<file path="src/rtl/cache_fill_arbiter_pkg.sv">
// Shared CPU definitions for the cache refill path: block geometry, FSM encoding
// and the cache-select tag carried through a fill transaction.
package cache_fill_arbiter_pkg;

    localparam int          BLOCK_WORDS = 8;
    localparam logic [15:0] BLOCK_MASK  = 16'hFFF0;

    typedef enum logic [1:0] {
        IDLE = 2'd0,
        FILL = 2'd1,
        DONE = 2'd2
    } fillState_e;

    typedef enum logic [1:0] {
        SEL_NONE = 2'd0,
        SEL_I    = 2'd1,
        SEL_D    = 2'd2
    } cacheSel_e;

    // Byte address of word idx inside the block at base; wraps modulo 2^16.
    function automatic logic [15:0] wordAddr(input logic [15:0] base, input logic [2:0] idx);
        return base + {12'd0, idx, 1'b0};
    endfunction

endpackage

</file>
<file path="src/rtl/cache_fill_arbiter_fill_word_counter.sv">
// Word index within a block fill: synchronous clear, increment, and a flag
// raised while the count sits on the last word of the block.
module fill_word_counter
    import cache_fill_arbiter_pkg::*;
#(
    parameter int WORDS = BLOCK_WORDS
) (
    input  logic       clk,
    input  logic       rst_n,
    input  logic       clr_i,
    input  logic       inc_i,
    output logic [2:0] count_o,
    output logic       terminal_o
);

    logic [2:0] count_q, count_d;

    always_comb begin
        count_d = count_q;
        if (clr_i) begin
            count_d = '0;
        end else if (inc_i) begin
            count_d = count_q + 3'd1;
        end
    end

    always_ff @(posedge clk or negedge rst_n) begin
        if (!rst_n) begin
            count_q <= '0;
        end else begin
            count_q <= count_d;
        end
    end

    assign count_o    = count_q;
    assign terminal_o = (count_q == 3'(WORDS - 1));

endmodule

</file>
<file path="src/rtl/cache_fill_arbiter.sv">
// Refills one 16-byte block at a time into the I- or D-cache from a pipelined
// main memory; D misses take priority, and a block always completes once started.
module cache_fill_arbiter #(
    parameter int BLOCK_WORDS = cache_fill_arbiter_pkg::BLOCK_WORDS
) (
    input  logic        clk,
    input  logic        rst_n,
    input  logic        i_miss,
    input  logic [15:0] i_miss_addr,
    input  logic        d_miss,
    input  logic [15:0] d_miss_addr,
    output logic [15:0] mem_addr,
    output logic        mem_en,
    input  logic [15:0] mem_data_in,
    input  logic        mem_data_valid,
    output logic [15:0] fill_data,
    output logic [15:0] fill_addr,
    output logic        i_fill_we,
    output logic        d_fill_we,
    output logic        i_tag_we,
    output logic        d_tag_we,
    output logic        i_fill_done,
    output logic        d_fill_done,
    output logic        busy
);

    import cache_fill_arbiter_pkg::*;

    fillState_e  state_q, state_d;
    cacheSel_e   sel_q, sel_d;
    logic [15:0] base_q, base_d;
    logic        issueDone_q, issueDone_d;

    logic       issueClr, issueInc, issueLast;
    logic       rxClr, rxInc, rxLast;
    logic [2:0] issueCnt, rxCnt;

    fill_word_counter #(.WORDS(BLOCK_WORDS)) u_issue_cnt (
        .clk       (clk),
        .rst_n     (rst_n),
        .clr_i     (issueClr),
        .inc_i     (issueInc),
        .count_o   (issueCnt),
        .terminal_o(issueLast)
    );

    fill_word_counter #(.WORDS(BLOCK_WORDS)) u_rx_cnt (
        .clk       (clk),
        .rst_n     (rst_n),
        .clr_i     (rxClr),
        .inc_i     (rxInc),
        .count_o   (rxCnt),
        .terminal_o(rxLast)
    );

    // Returned words are only meaningful in FILL; anything arriving elsewhere is dropped.
    always_comb begin
        state_d     = state_q;
        sel_d       = sel_q;
        base_d      = base_q;
        issueDone_d = issueDone_q;
        issueClr    = 1'b0;
        issueInc    = 1'b0;
        rxClr       = 1'b0;
        rxInc       = 1'b0;
        mem_en      = 1'b0;
        mem_addr    = '0;
        fill_data   = '0;
        fill_addr   = '0;
        i_fill_we   = 1'b0;
        d_fill_we   = 1'b0;
        i_tag_we    = 1'b0;
        d_tag_we    = 1'b0;
        i_fill_done = 1'b0;
        d_fill_done = 1'b0;
        busy        = (state_q != IDLE);

        unique case (state_q)
            IDLE: begin
                if (d_miss || i_miss) begin
                    base_d      = (d_miss ? d_miss_addr : i_miss_addr) & BLOCK_MASK;
                    sel_d       = d_miss ? SEL_D : SEL_I;
                    issueDone_d = 1'b0;
                    issueClr    = 1'b1;
                    rxClr       = 1'b1;
                    state_d     = FILL;
                end
            end
            FILL: begin
                if (!issueDone_q) begin
                    mem_en   = 1'b1;
                    mem_addr = wordAddr(base_q, issueCnt);
                    issueInc = 1'b1;
                    if (issueLast) begin
                        issueDone_d = 1'b1;
                    end
                end
                if (mem_data_valid) begin
                    fill_data = mem_data_in;
                    fill_addr = wordAddr(base_q, rxCnt);
                    i_fill_we = (sel_q == SEL_I);
                    d_fill_we = (sel_q == SEL_D);
                    rxInc     = 1'b1;
                    if (rxLast) begin
                        state_d = DONE;
                    end
                end
            end
            DONE: begin
                i_tag_we    = (sel_q == SEL_I);
                d_tag_we    = (sel_q == SEL_D);
                i_fill_done = (sel_q == SEL_I);
                d_fill_done = (sel_q == SEL_D);
                sel_d       = SEL_NONE;
                state_d     = IDLE;
            end
            default: begin
                state_d = IDLE;
                sel_d   = SEL_NONE;
            end
        endcase
    end

    always_ff @(posedge clk or negedge rst_n) begin
        if (!rst_n) begin
            state_q     <= IDLE;
            sel_q       <= SEL_NONE;
            base_q      <= '0;
            issueDone_q <= 1'b0;
        end else begin
            state_q     <= state_d;
            sel_q       <= sel_d;
            base_q      <= base_d;
            issueDone_q <= issueDone_d;
        end
    end

endmodule

</file>
<file path="config.mk">
export PLATFORM = sky130hd
export DESIGN_NAME = cache_fill_arbiter
export DESIGN_NICKNAME = d
export VERILOG_FILES = /design/src/rtl/cache_fill_arbiter_pkg.sv /design/src/rtl/cache_fill_arbiter_fill_word_counter.sv /design/src/rtl/cache_fill_arbiter.sv
export SDC_FILE = /design/constraint.sdc
export NUM_CORES = 1
export LEC_CHECK = 0
export CAP_MARGIN = 20
export CELL_PAD_IN_SITES_DETAIL_PLACEMENT = 1
export CELL_PAD_IN_SITES_GLOBAL_PLACEMENT = 2
export CORE_MARGIN = 4
export CORE_UTILIZATION = 17
export DETAILED_ROUTE_END_ITERATION = 12
export HOLD_SLACK_MARGIN = 0.08
export PLACE_DENSITY = 0.83
export SYNTH_ARGS = -nofsm -noshare
export SYNTH_HDL_FRONTEND = slang
export SYNTH_HIERARCHICAL = 1
export SYNTH_SLANG_ARGS = --single-unit
</file>
<file path="constraint.sdc">
create_clock -name clk -period 1.5 [get_ports clk]
set_clock_uncertainty 0.1 [all_clocks]
set_input_delay 0.15 -clock clk [delete_from_list [all_inputs] [get_ports clk]]
set_output_delay 0.15 -clock clk [all_outputs]
set_load 0.05 [all_outputs]
</file>
==> results summary <==
The clock network latency to the later pin of the worst-skew pair is 270 ps. By instance count, the cell type seen most on the critical path is buf_6. The area growth from synthesis to layout came out at 151%. For this run, the number of Yosys warnings is 6. Counting cells, the worst reg-to-reg path comes to 5. The region available for standard cell placement spans 8720 µm².

The static power due to leakage is 0.00167 µW. The data required time at the worst endpoint is 1250 ps. The number of cells after detailed placement came out at 358. The number of buffers and inverters on the critical path is 3.

The first-iteration detailed-routing DRC count came out at 31. The detailed-routing iteration count for the pre-antenna-repair pass came out at 2. The CTS tree is built.

The met1 layer usage reported by global route is 13.3%. The number of levels the H-tree was split into came out at 1. The layout has 870 filler cells.

The pin count of the biggest net entering global routing is 24. The max-slew violation count is 0. For this run, the total global-route usage over all layers was measured as 12.3%. The library cell occupying the most area in the post-synthesis netlist is dfrtp_1. The total DRC errors in the routed layout came out at 0.

The half-perimeter wire length after detailed placement is 4690 µm. The first global-routing pass estimated 9930 µm of wire. Walking the worst path, the cells encountered are buf_6 > buf_6 > nand2b_4 > nor3b_4 > buf_12. Along the worst path, the maximum fanout reaches 3.

The cell family with the largest share of critical-path delay is simple AND/OR/NAND/NOR gates. The finished cells cover 3810 µm². The distinct cell type count after synthesis is 29. The count of mapped cells out of synthesis is 145. The routed via count is 1,563. The clock period minus worst slack came out at 1770 ps.

The placement row count came out at 34. The highest clock frequency the design can meet came out at 0.565 GHz. The CTS buffer count came out at 3. After synthesis, the largest family of logic cells by area is simple AND/OR/NAND/NOR gates. Of the post-synthesis cell area, the dominant cell type holds 38.0%.

The number of antenna violations at the first check in global routing came out at 0. The final net count came out at 324. The run finished, with violations left. The relative contribution of the clock network to total power came out at 4.3%.

The area of the die came out at 10,500 µm². The net switching share of the total power is 43.6%. The startpoint identified for the worst register-to-register timing path is state_q[1]. The synthesized design contains 0 enable-type register cells. The cell type of the slowest stage on the worst timing path is dfrtp_1. Multiplexer cells account for 22.2% of the synthesized area. The portion of total power attributed to combinational logic came out at 82.9%. The number of top-level pins is 109. Ranked by total cell area, the synthesized netlist is headed by dfrtp_1 38%, and3_1 14%, mux2_2 11%, mux2_4 6.9%, and2_1 6.6%.

Summed over all nets, the switching power comes to 4150 µW. Counting instances in the post-synthesis netlist gives the leading cell types as 33 x and3_1, 23 x dfrtp_1, 16 x and2_1, 15 x mux2_2, 8 x nor2_1. The cell area that synthesis handed to floorplanning was 1520 µm². The count of inserted antenna diode cells is 0. The synthesized-area fraction occupied by ao, oa, aoi and oai cells is 1.65%.

The post-synthesis adder-cell area fraction came out at 3.30%. The period utilization came out at 118%. The proportion of register bits with asynchronous set or reset after synthesis is 100%. After detailed routing, the total wire length is 6340 µm.

The average wire per cell in the routed design is 17.0 µm. The remaining global-route overflow came out at 0. For met3 alone, demand over resource in global routing was 3.75%. The root buffer cell is clkbuf_8. The total setup violations reported at the end of the flow came out at 70. Setup repair after global routing could not meet its margin everywhere. The peak supply drop is 1.35 mV. In this run the worst hold path is classified as input pin to asynchronous set/reset pin. The horizontal die dimension came out at 102 µm. The mean instance size in the synthesized netlist came out at 10.5 µm². The final standard cell count with taps included and fillers excluded is 374. The most crowded layer after global routing is met2. The final RePlAce weighted congestion came out at 0.669.

Dividing the detail-routed via count by the number of cells gives 4.18. Summing all placed instances gives a cell area of 3400 µm². The highest cell delay on the worst timing path is 410 ps. Of the synthesized area, sequential elements account for 38.0%. The count of endpoints failing hold in the final timing report is 0. STA classifies the critical path startpoint as a flop. The internal portion of the total power is 5370 µW. The part of the total power dissipated in sequential elements is 12.8%. Of the total synthesized cell area, the portion taken by XOR and XNOR cells is 1.16%. The number of max-cap violations came out at 0. Once the floorplan was initialized, standard cells occupied 17.4% of the core. Once routing completed, OpenROAD measured the worst setup slack at -271 ps.

The count of buffers from port buffering came out at 98. For the worst setup path, the data arrival time is 1520 ps. In this run the power density over the cells is 2500 nW/µm².

The design draws 9510 µW. Once detail routing completed, the nets flagged for antenna violations numbered 0. Clock-pin slew was measured on the worst setup and hold paths at 90 ps. The worst setup slack for register-to-register paths is -170 ps.

The total clock sinks is 23. The die boundary height is 102 µm. The post-synthesis share of cell area spent on and, or, nand and nor gates is 28.4%. The checks that failed: setup timing.

The endpoint identified for the worst register-to-register timing path is base_q[6]. STA classifies the critical path endpoint as an output pin. The global routing usage on met2 came out at 23.8%. The most used flip-flop cell after synthesis is dfrtp_1. The layout cell share with drive strength beyond 1 is 64.7%. Among all cell types in the netlist, the one instantiated most often is and3_1. The register bit total from synthesis is 23. The number of global-route vias before repair was 1,782. The critical path is of the flop to output pin type. The clock passes through at most 2 buffers.
[metal layers]
metal  part of all wire (%)  routed length (µm)
met1                     37                2360
met2                     57                3610
met3                    5.6                 358
met4                   0.17                  11
met5                      0                   0
[how the worst max path moves through the flow]
stage               cells after the start  slack (ps)        from    endpoint
floorplan                               4        -100  state_q[1]  base_q[15]
finish                                  5        -270  state_q[0]    d_tag_we
global placement                        4        -190      d_miss   base_q[6]
detailed placement                      4        -250      d_miss  base_q[13]
global route                            5        -360  state_q[0]   i_fill_we
CTS                                     5        -290  state_q[0]    d_tag_we
[cells in the final DEF, fill, tap and decap left out, types with 5 or more instances in the layout]
| cell | count |
|---|---|
| clkdlybuf4s50_1 | 44 |
| buf_12 | 58 |
| mux2_2 | 10 |
| and2_4 | 16 |
| and3_4 | 28 |
| nor2_1 | 5 |
| mux2_4 | 12 |
| buf_4 | 8 |
| buf_6 | 14 |
| dfrtp_1 | 22 |
[cells by family after synthesis]
| logic type | count (synthesis) |
|---|---|
| AND/OR/NAND/NOR | 69 |
| flip-flops | 23 |
| multiplexers | 28 |
| adder cells (fa/ha/maj) | 4 |
| XOR/XNOR | 2 |
| AO/OA/AOI/OAI | 4 |
| other | 1 |
| buffers and inverters | 14 |
[sequential cells by signal (all words and copies together), names as in the netlist]
signal               cells
issueDone_q              1
u_rx_cnt/count_o         3
state_q                  2
base_q                  12
sel_q                    2
u_issue_cnt/count_o      3
[final cells by class]
cell class              count  area (µm²)  area share (%)
inverters                   1        3.75          0.0985
multi-input cells         109        1130            29.8
well taps                 108         135            3.54
repair buffers            129        1920            50.3
clock buffers               4        45.0            1.18
flip-flops and latches     23         577            15.1
[power groups by stage]
stage / clock network [µW] / registers (µW) / logic (µW)
2_1_floorplan: 0 / 1120 / 3690
5_1_grt: 442 / 1270 / 8220
6_report: 410 / 1220 / 7880
3_3_place_gp: 0 / 1190 / 6710
3_5_place_dp: 0 / 1210 / 6800
4_1_cts: 423 / 1220 / 7650
[repair_timing]
item | in CTS | in global routing
setup endpoints to repair | 55 | 73
hold buffers | 0 | 0
pin swaps | 12 | 12
setup buffers | 8 | 6
gates cloned | 2 | 0
resized for setup | 50 | 23
[through the flow]
step	setup TNS, ps	hold WS (ps)	worst slack [ps]	util, %
after floorplan	-850	-246	-99.1	-
after global placement	-2950	372	-192	39.0
after detailed placement	-4530	382	-246	39.0
after CTS	-14380	146	-285	42.8
after global routing	-17890	174	-355	43.7
final	-13890	138	-271	43.7
(Power assumes the default switching activity.)
